[config.mk]
export PLATFORM = sky130hd
export DESIGN_NAME = spram_arbiter
export DESIGN_NICKNAME = d
export VERILOG_FILES = /design/src/rtl/spram_arbiter.sv
export SDC_FILE = /design/constraint.sdc
export NUM_CORES = 1
export LEC_CHECK = 0
export ABC_AREA = 0
export CELL_PAD_IN_SITES_DETAIL_PLACEMENT = 1
export CELL_PAD_IN_SITES_GLOBAL_PLACEMENT = 1
export CORE_MARGIN = 2
export CORE_UTILIZATION = 24
export DETAILED_ROUTE_END_ITERATION = 10
export PLACE_DENSITY_LB_ADDON = 0.25
export SYNTH_ARGS = -nofsm -noshare
export SYNTH_HDL_FRONTEND = slang
export SYNTH_SLANG_ARGS = --single-unit
export TNS_END_PERCENT = 20
[constraint.sdc]
create_clock -name clk -period 2 [get_ports clk]
set_input_delay 0.4 -clock clk [delete_from_list [all_inputs] [get_ports clk]]
set_output_delay 0.4 -clock clk [all_outputs]
set_load 0.01 [all_outputs]
[src/rtl/spram_arbiter.sv]
// Two-port round-robin front end for a synchronous single-port RAM.
// Grants one access per cycle and returns read data to the issuing port one cycle later.
module spram_arbiter #(
   parameter int unsigned ADDR_WIDTH = 10,
   parameter int unsigned DATA_WIDTH = 16
) (
   input  logic                  clk,
   input  logic                  rst,
   input  logic                  req_a,
   input  logic                  we_a,
   input  logic [ADDR_WIDTH-1:0] addr_a,
   input  logic [DATA_WIDTH-1:0] wdata_a,
   input  logic                  req_b,
   input  logic                  we_b,
   input  logic [ADDR_WIDTH-1:0] addr_b,
   input  logic [DATA_WIDTH-1:0] wdata_b,
   output logic                  ack_a,
   output logic                  ack_b,
   output logic                  rvalid_a,
   output logic                  rvalid_b,
   output logic [DATA_WIDTH-1:0] rdata_a,
   output logic [DATA_WIDTH-1:0] rdata_b,
   output logic [ADDR_WIDTH-1:0] mem_addr,
   output logic [DATA_WIDTH-1:0] mem_din,
   output logic                  mem_we,
   output logic                  mem_re,
   input  logic [DATA_WIDTH-1:0] mem_dout
);

   // last_q: 0 = A granted last, 1 = B granted last
   logic                  last_q,   last_d;
   logic                  pend_a_q, pend_a_d;
   logic                  pend_b_q, pend_b_d;
   logic [DATA_WIDTH-1:0] hold_a_q, hold_a_d;
   logic [DATA_WIDTH-1:0] hold_b_q, hold_b_d;
   logic                  grant_a;
   logic                  grant_b;

   // Round-robin grant; a contest goes to the port that did not win last
   always_comb begin
      grant_a = 1'b0;
      grant_b = 1'b0;
      if (!rst) begin
         if (req_a && req_b) begin
            grant_a = last_q;
            grant_b = ~last_q;
         end else if (req_a) begin
            grant_a = 1'b1;
         end else if (req_b) begin
            grant_b = 1'b1;
         end
      end
   end

   // RAM drive; idle cycles park the address/data on port A
   always_comb begin
      ack_a    = grant_a;
      ack_b    = grant_b;
      mem_addr = addr_a;
      mem_din  = wdata_a;
      mem_we   = 1'b0;
      mem_re   = 1'b0;
      if (grant_a) begin
         mem_we = we_a;
         mem_re = ~we_a;
      end else if (grant_b) begin
         mem_addr = addr_b;
         mem_din  = wdata_b;
         mem_we   = we_b;
         mem_re   = ~we_b;
      end
   end

   // Read return: live RAM data in the rvalid cycle, captured copy afterwards
   always_comb begin
      rvalid_a = pend_a_q;
      rvalid_b = pend_b_q;
      rdata_a  = pend_a_q ? mem_dout : hold_a_q;
      rdata_b  = pend_b_q ? mem_dout : hold_b_q;
   end

   always_comb begin
      last_d   = last_q;
      pend_a_d = grant_a & ~we_a;
      pend_b_d = grant_b & ~we_b;
      hold_a_d = hold_a_q;
      hold_b_d = hold_b_q;
      if (grant_a) begin
         last_d = 1'b0;
      end else if (grant_b) begin
         last_d = 1'b1;
      end
      if (pend_a_q) begin
         hold_a_d = mem_dout;
      end
      if (pend_b_q) begin
         hold_b_d = mem_dout;
      end
   end

   always_ff @(posedge clk or posedge rst) begin
      if (rst) begin
         last_q   <= 1'b1;
         pend_a_q <= 1'b0;
         pend_b_q <= 1'b0;
         hold_a_q <= '0;
         hold_b_q <= '0;
      end else begin
         last_q   <= last_d;
         pend_a_q <= pend_a_d;
         pend_b_q <= pend_b_d;
         hold_a_q <= hold_a_d;
         hold_b_q <= hold_b_d;
      end
   end

endmodule

==> results of run 1 <==
==> cell usage after synthesis <==
master    number  area (um^2)
nand2_4        1         11.3
o22a_1         1         8.76
nand2_1        2         7.51
mux2_2        40          450
nor2b_4        1         13.8
or2b_1         1         7.51
dfrtp_1       34          851
nor3_1         1         5.00
nand3b_1       2         15.0
buf_2          4         20.0
nand3_1        2         10.0
buf_6          2         22.5
mux2_4        18          270
inv_1          2         7.51
dfstp_2        1         26.3
a21oi_1        2         10.0
nor2_1         2         7.51
==> report_power, final <==
group / switching, W / total [W] / internal (W)
registers: 0.0000415 / 0.000918 / 0.000876
clock network: 0.000267 / 0.000509 / 0.000242
logic: 0.000409 / 0.00105 / 0.000637
==> state kept, by name, indices dropped and copies added, names as in the netlist <==
name and flops:
rvalid_b 1, rvalid_a 1, last_q 1, hold_b_q 16, hold_a_q 16
==> per-layer routing <==
| metal | vias up | share of wire (%) |
|---|---|---|
| met5 | - | 0 |
| met4 | 0 | 0.79 |
| met3 | 5 | 14 |
| met2 | 94 | 49 |
| met1 | 772 | 36 |
| li1 | 737 | - |
==> worst reg2reg max path, stage by stage (launching register included) <==
cell and delay, ns:
dfstp_2 0.54, buf_4 0.10, or2b_1 0.12, nand2_1 0.08, buf_4 0.13, nor3_1 0.14
==> per-stage QoR <==
| step | utilization [%] | hold slack [ns] | instances | total power, W |
|---|---|---|---|---|
| after floorplan | - | 0.466 | 116 | 0.00137 |
| final | 50.2 | 0.464 | 379 | 0.00247 |
| after CTS | 50.3 | 0.456 | 378 | 0.00252 |
| after global placement | 46.8 | 0.480 | 362 | 0.00203 |
| after global routing | 50.2 | 0.468 | 379 | 0.00264 |
| after detailed placement | 46.8 | 0.487 | 362 | 0.00205 |
==> placed cells by master, fill, tap and decap left out, types with 3 or more instances in the layout <==
cell	synthesis	layout
clkbuf_8	0	5
clkbuf_2	0	3
buf_4	0	15
buf_6	2	31
buf_16	0	3
clkdlybuf4s50_1	0	72
dfrtp_1	34	34
mux2_2	40	32
dlygate4sd2_1	0	36
mux2_4	18	26
==> logic make-up after synthesis <==
| kind of cell | count (synthesis) |
|---|---|
| and+or+nand+nor | 12 |
| buffers and inverters | 8 |
| AOI/OAI and AO/OA | 3 |
| muxes | 58 |
| DFF | 35 |
==> layout make-up <==
type	instances	area, um^2	area share [%]
flip-flops and latches	35	877	24.5
multi-input cells	73	850	23.7
clock inverters	3	20.0	0.559
repair buffers	162	1640	45.7
inverters	2	7.51	0.210
well taps	99	124	3.46
clock buffers	5	68.8	1.92
==> how the worst min path moves through the flow <==
stage                  from           end  slack [ns]
4_1_cts                 rst  hold_b_q[15]        0.46
3_5_place_dp   hold_b_q[11]  hold_b_q[11]        0.49
2_1_floorplan          we_b      rvalid_b        0.47
6_report                rst   hold_b_q[2]        0.46
3_3_place_gp   hold_b_q[13]  hold_b_q[13]        0.48
5_1_grt                 rst  hold_b_q[15]        0.47
==> what timing repair did <==
| item | in CTS | in global routing |
|---|---|---|
| endpoints found under the setup margin | 60 | 29 |
| gates cloned | 3 | 0 |
| gates resized for setup | 191 | 4 |
| hold buffers | 0 | 0 |
| buffers inserted | 5 | 1 |
| pin swaps | 1 | 1 |
==> flow_summary.yaml, run 1 <==
critical_path:
  cp-end-kind: "output pin"
  reg2reg_depth: 5
  worstPathCellList: "nand2_2 -> nand2_4 -> buf_6 -> buf_16 -> mux2_4 -> buf_6"
  endpoint: "mem_din[13]"
  cpPeakStageDelay_ns: 0.54
  arrival_ns: 1.68
  crit_required_ns: 1.60
  critPathMaxFanout: 5
  crit_top_cell: "buf_6"
  path_depth: 6
  startpoint: "last_q"
  cp-start-kind: "flip-flop"
  critical_path_class: "reg -> out"
  cp_slowest_cell: "dfstp_2"
  critical-path-top-delay-family: "flip-flops"
  rr_endpoint: "rvalid_a"
  worst-path-buf-inv: 3
  reg2reg_from: "last_q"
  r2r_slack_ns: 0.80
grt:
  grt_pass1_wl_um: 9210
  grt_max_degree: 23
  grt_use_met3_pct: 9.23
  use_met2_pct: 26.8
  gr-usage-met1_pct: 16.6
  grt_use_total_pct: 15.5
  top_usage_layer: "met2"
  antenna_found_initial: 0
  grt_pass1_vias: 1833
  overflow: 0
timing:
  maxSlewViolCount: 0
  max_freq_ghz: 0.480
  skew_ns: 0.00410
  worst_pin_slew_ns: 0.279
  period_share_pct: 104
  min_period_ns: 2.08
  setup_slack_ns: -0.0846
  relSlewSlack_pct: 81.4
  setup_viol: 20
  hold_viol: 0
  rsz0062_at_grt: "yes"
  fin_tns_setup_ns: -1.23
yosys:
  syn_area_mm2: 0.00174
  yosysUniqueCellTypes: 17
  synth-simple-area-share_pct: 4.45
  syn_avg_cell_area_um2: 15.0
  synth-seq-cells: 35
  synth_nets: 190
  synth_mux_area_share_pct: 41.3
  synthCells: 116
  ys_warn_count: 0
  synth_compound_area_share_pct: 1.08
  synth_top_family_by_area: "multiplexers"
  ys_seq_area_share_pct: 50.3
  synthAdderAreaFrac_pct: 0
  synth_xor_area_share_pct: 0
route:
  route.vias.total: 1608
  drc: 0
  viasPerCell: 4.24
  routedWlPerCell_um: 15.8
  postRouteAntennaNets: 0
  dr.pass1.iters: 2
  wl_um: 5980
  dr.first_iter.drc_count: 28
floorplanning:
  dieArea_mm2: 0.00797
  dieWidth_um: 89.3
  row_count: 31
  die_h_um: 89.3
  io-pin-count: 138
  start_util_pct: 24.4
  core_area_mm2: 0.00714
run:
  drv_cap: 0
clocking:
  htree_levels: 2
  clkSinkCount: 35
  cts_made_buffers: 5
  cts_tree: "yes"
  cts_buffer_depth: 2
  insertion_delay_ns: 0.29
  ctsRootBufferMaster: "clkbuf_8"
  path_clk_slew_ns: 0.08
finish:
  antenna_cells: 0
  fin_area_mm2: 0.00358
  synthToLayoutAreaGrowth_pct: 105
  nFillCells: 771
  nets: 353
  drive_gt1_share_pct: 44.3
worst_hold_path:
  hp-class: "in -> async"
placement:
  hpwl_um: 4720
  dp_slack_ns: -0.535
  io_buffers: 137
  placed_area_mm2: 0.00334
  gp_congestion: 0.659
power_and_ir_drop:
  p_leak_nw: 1.68
  vdd_drop_max_mv: 0.236
  power-per-cell-area_mw_per_mm2: 690
status:
  outcome: "finished, violations left"
  failed_checks: "negative setup slack"
(Power assumes the default switching activity.)
==> run 2, diff against run 1 <==
--- a/config.mk
+++ b/config.mk
@@ -5,13 +5,14 @@
 export SDC_FILE = /design/constraint.sdc
 export NUM_CORES = 1
 export LEC_CHECK = 0
-export ABC_AREA = 0
 export CELL_PAD_IN_SITES_DETAIL_PLACEMENT = 1
 export CELL_PAD_IN_SITES_GLOBAL_PLACEMENT = 1
 export CORE_MARGIN = 2
-export CORE_UTILIZATION = 24
+export CORE_UTILIZATION = 45
 export DETAILED_ROUTE_END_ITERATION = 10
+export DONT_BUFFER_PORTS = 1
 export PLACE_DENSITY_LB_ADDON = 0.25
+export SLEW_MARGIN = 5
 export SYNTH_ARGS = -nofsm -noshare
 export SYNTH_HDL_FRONTEND = slang
 export SYNTH_SLANG_ARGS = --single-unit
==> run 2 against run 1 <==
Compared with the run above:
- die area decreased by 45%
- first-iteration DRC count increased by 54%
- power decreased by 17%
- largest cell class is now registers
- sequential power increased by 0.9%
- highest routed layer unchanged
- critical path depth decreased by 3
- the run now ends clean
- routed wire length decreased by 33%
- worst setup slack improved by 0.16 ns
- maximum frequency increased by 8.1%
- hold slack got worse by 0.44 ns
==> flow_summary.yaml, run 2 (same netlist as run 1, synthesis figures left out) <==
power_and_ir_drop:
  vdd_drop_max_mv: 0.389
  power-per-cell-area_mw_per_mm2: 1040
  power_w: 0.00205
  p_leak_nw: 0.892
grt:
  grt_use_total_pct: 18.3
  overflow: 0
  grt_pass1_wl_um: 5800
  antenna_found_initial: 0
  grt_max_degree: 25
  grt_pass1_vias: 1164
clocking:
  ctsRootBufferMaster: "clkbuf_8"
  htree_levels: 2
  cts_buffer_depth: 2
  insertion_delay_ns: 0.28
  cts_tree: "yes"
  cts_setup_buffers: 0
  cts_made_buffers: 5
  path_clk_slew_ns: 0.07
  clkSinkCount: 35
critical_path:
  critPathMaxFanout: 7
  reg2reg_from: "rvalid_a"
  startpoint: "last_q"
  cp-start-kind: "flip-flop"
  crit_required_ns: 1.60
  reg2reg_depth: 2
  arrival_ns: 1.53
  r2r_slack_ns: 0.92
  endpoint: "mem_din[1]"
  critical_path_class: "reg -> out"
  rr_endpoint: "hold_a_q[0]"
  cp-end-kind: "output pin"
timing:
  maxSlewViolCount: 0
  max_freq_ghz: 0.519
  skew_ns: 0.00658
  worst_pin_slew_ns: 0.494
  min_period_ns: 1.93
  hold_ws_ns: 0.0289
  period_share_pct: 96.4
  rsz0062_at_grt: "no"
  hold_viol: 0
  relSlewSlack_pct: 67.0
  setup_viol: 0
  fin_tns_setup_ns: 0
finish:
  final_cell_mix: "mux2_2 (40), dfrtp_1 (34), mux2_4 (18)"
  antenna_cells: 0
  final_common_cell: "mux2_2"
  synthToLayoutAreaGrowth_pct: 12.6
  drive_gt1_share_pct: 60.8
  largestRegisters: "hold_a_q (16), hold_b_q (16)"
  nets: 199
route:
  dr.pass1.iters: 4
  route.vias.total: 1007
  dr.first_iter.drc_count: 43
  postRouteAntennaNets: 0
  wl_um: 4040
  routedWlPerCell_um: 23.3
  viasPerCell: 5.82
  drc: 0
status:
  outcome: "finished clean"
floorplanning:
  dieArea_mm2: 0.00439
  io-pin-count: 138
  row_count: 22
  die_h_um: 66.3
  dieWidth_um: 66.3
  core_area_mm2: 0.00369
  start_util_pct: 47.3
placement:
  io_buffers: 0
  gp_congestion: 0.692
  hpwl_um: 3120
worst_hold_path:
  hp-class: "in -> async"
run:
  drv_cap: 0
-- run 2: cell count changes in the layout (fill, tap and decap cells not counted), moves of 8 or more --
cell and change:
mux2_2 +8, mux2_4 -8, dlygate4sd2_1 -36, buf_6 -31
buf_4 -11, clkdlybuf4s50_1 -72
-- run 2: timing repair --
| item | CTS | global route |
|---|---|---|
| hold buffers | 0 | 0 |
| pin swaps | 2 | 2 |
| setup endpoints to repair | 26 | 8 |
| cloned | 2 | 1 |
| resized for setup | 3 | 1 |
-- run 2: routing by layer --
layer | vias up | track usage, % | wire [um]
li1 | 426 | - | -
met1 | 500 | 16.3 | 1120
met2 | 77 | 36.4 | 2460
met3 | 4 | 5.96 | 401
met4 | 0 | 7.65 | 55
met5 | - | 0 | 0
-- run 2: layout make-up --
class / count / area [um^2]
Clock inverter: 1 / 30.0
Clock buffer: 6 / 72.6
Fill cell: 369 / 1720
Sequential cell: 35 / 877
Tap cell: 48 / 60.1
Inverter: 2 / 7.51
Timing Repair Buffer: 5 / 50.0
Multi-Input combinational cell: 76 / 867
-- run 2: worst max-delay path, stage by stage (launching register included) --
cell     delay, ns
dfstp_2       0.57
nand2_4       0.13
nand2_4       0.17
mux2_2        0.38
-- run 2: worst min path at each step --
stage | cells after the start | slack [ns] | endpoint | start
finish | 1 | 0.03 | hold_b_q[14] | rst
floorplan | 1 | 0.47 | rvalid_b | we_b
global placement | 1 | 0.34 | rvalid_a | rst
detailed placement | 1 | 0.34 | rvalid_a | rst
CTS | 1 | 0.03 | hold_b_q[14] | rst
global route | 1 | 0.05 | hold_b_q[5] | rst
-- run 2: metrics by stage --
stage	utilization, %	cells	worst slack, ns	instance area (um^2)
floorplan	-	116	0.333	1740
global placement	49.1	163	0.198	1810
detailed placement	49.1	163	0.153	1810
CTS	52.8	172	0.00427	1950
global route	53.3	173	0.0254	1960
finish	53.3	173	0.0716	1960
-- run 2: power breakdown --
part,switching [W],internal (W)
Combinational,0.000308,0.000226
Clock,0.000222,0.000365
Sequential,0.0000473,0.000878
Total,0.000577,0.00147
==> run 3, diff against run 2 <==
--- a/config.mk
+++ b/config.mk
@@ -5,6 +5,7 @@
 export SDC_FILE = /design/constraint.sdc
 export NUM_CORES = 1
 export LEC_CHECK = 0
+export ABC_CLOCK_PERIOD_IN_PS = 2000
 export CELL_PAD_IN_SITES_DETAIL_PLACEMENT = 1
 export CELL_PAD_IN_SITES_GLOBAL_PLACEMENT = 1
 export CORE_MARGIN = 2
==> results of run 3 <==
Same layout as run 2: the final DEF is identical, and so are final timing and power.
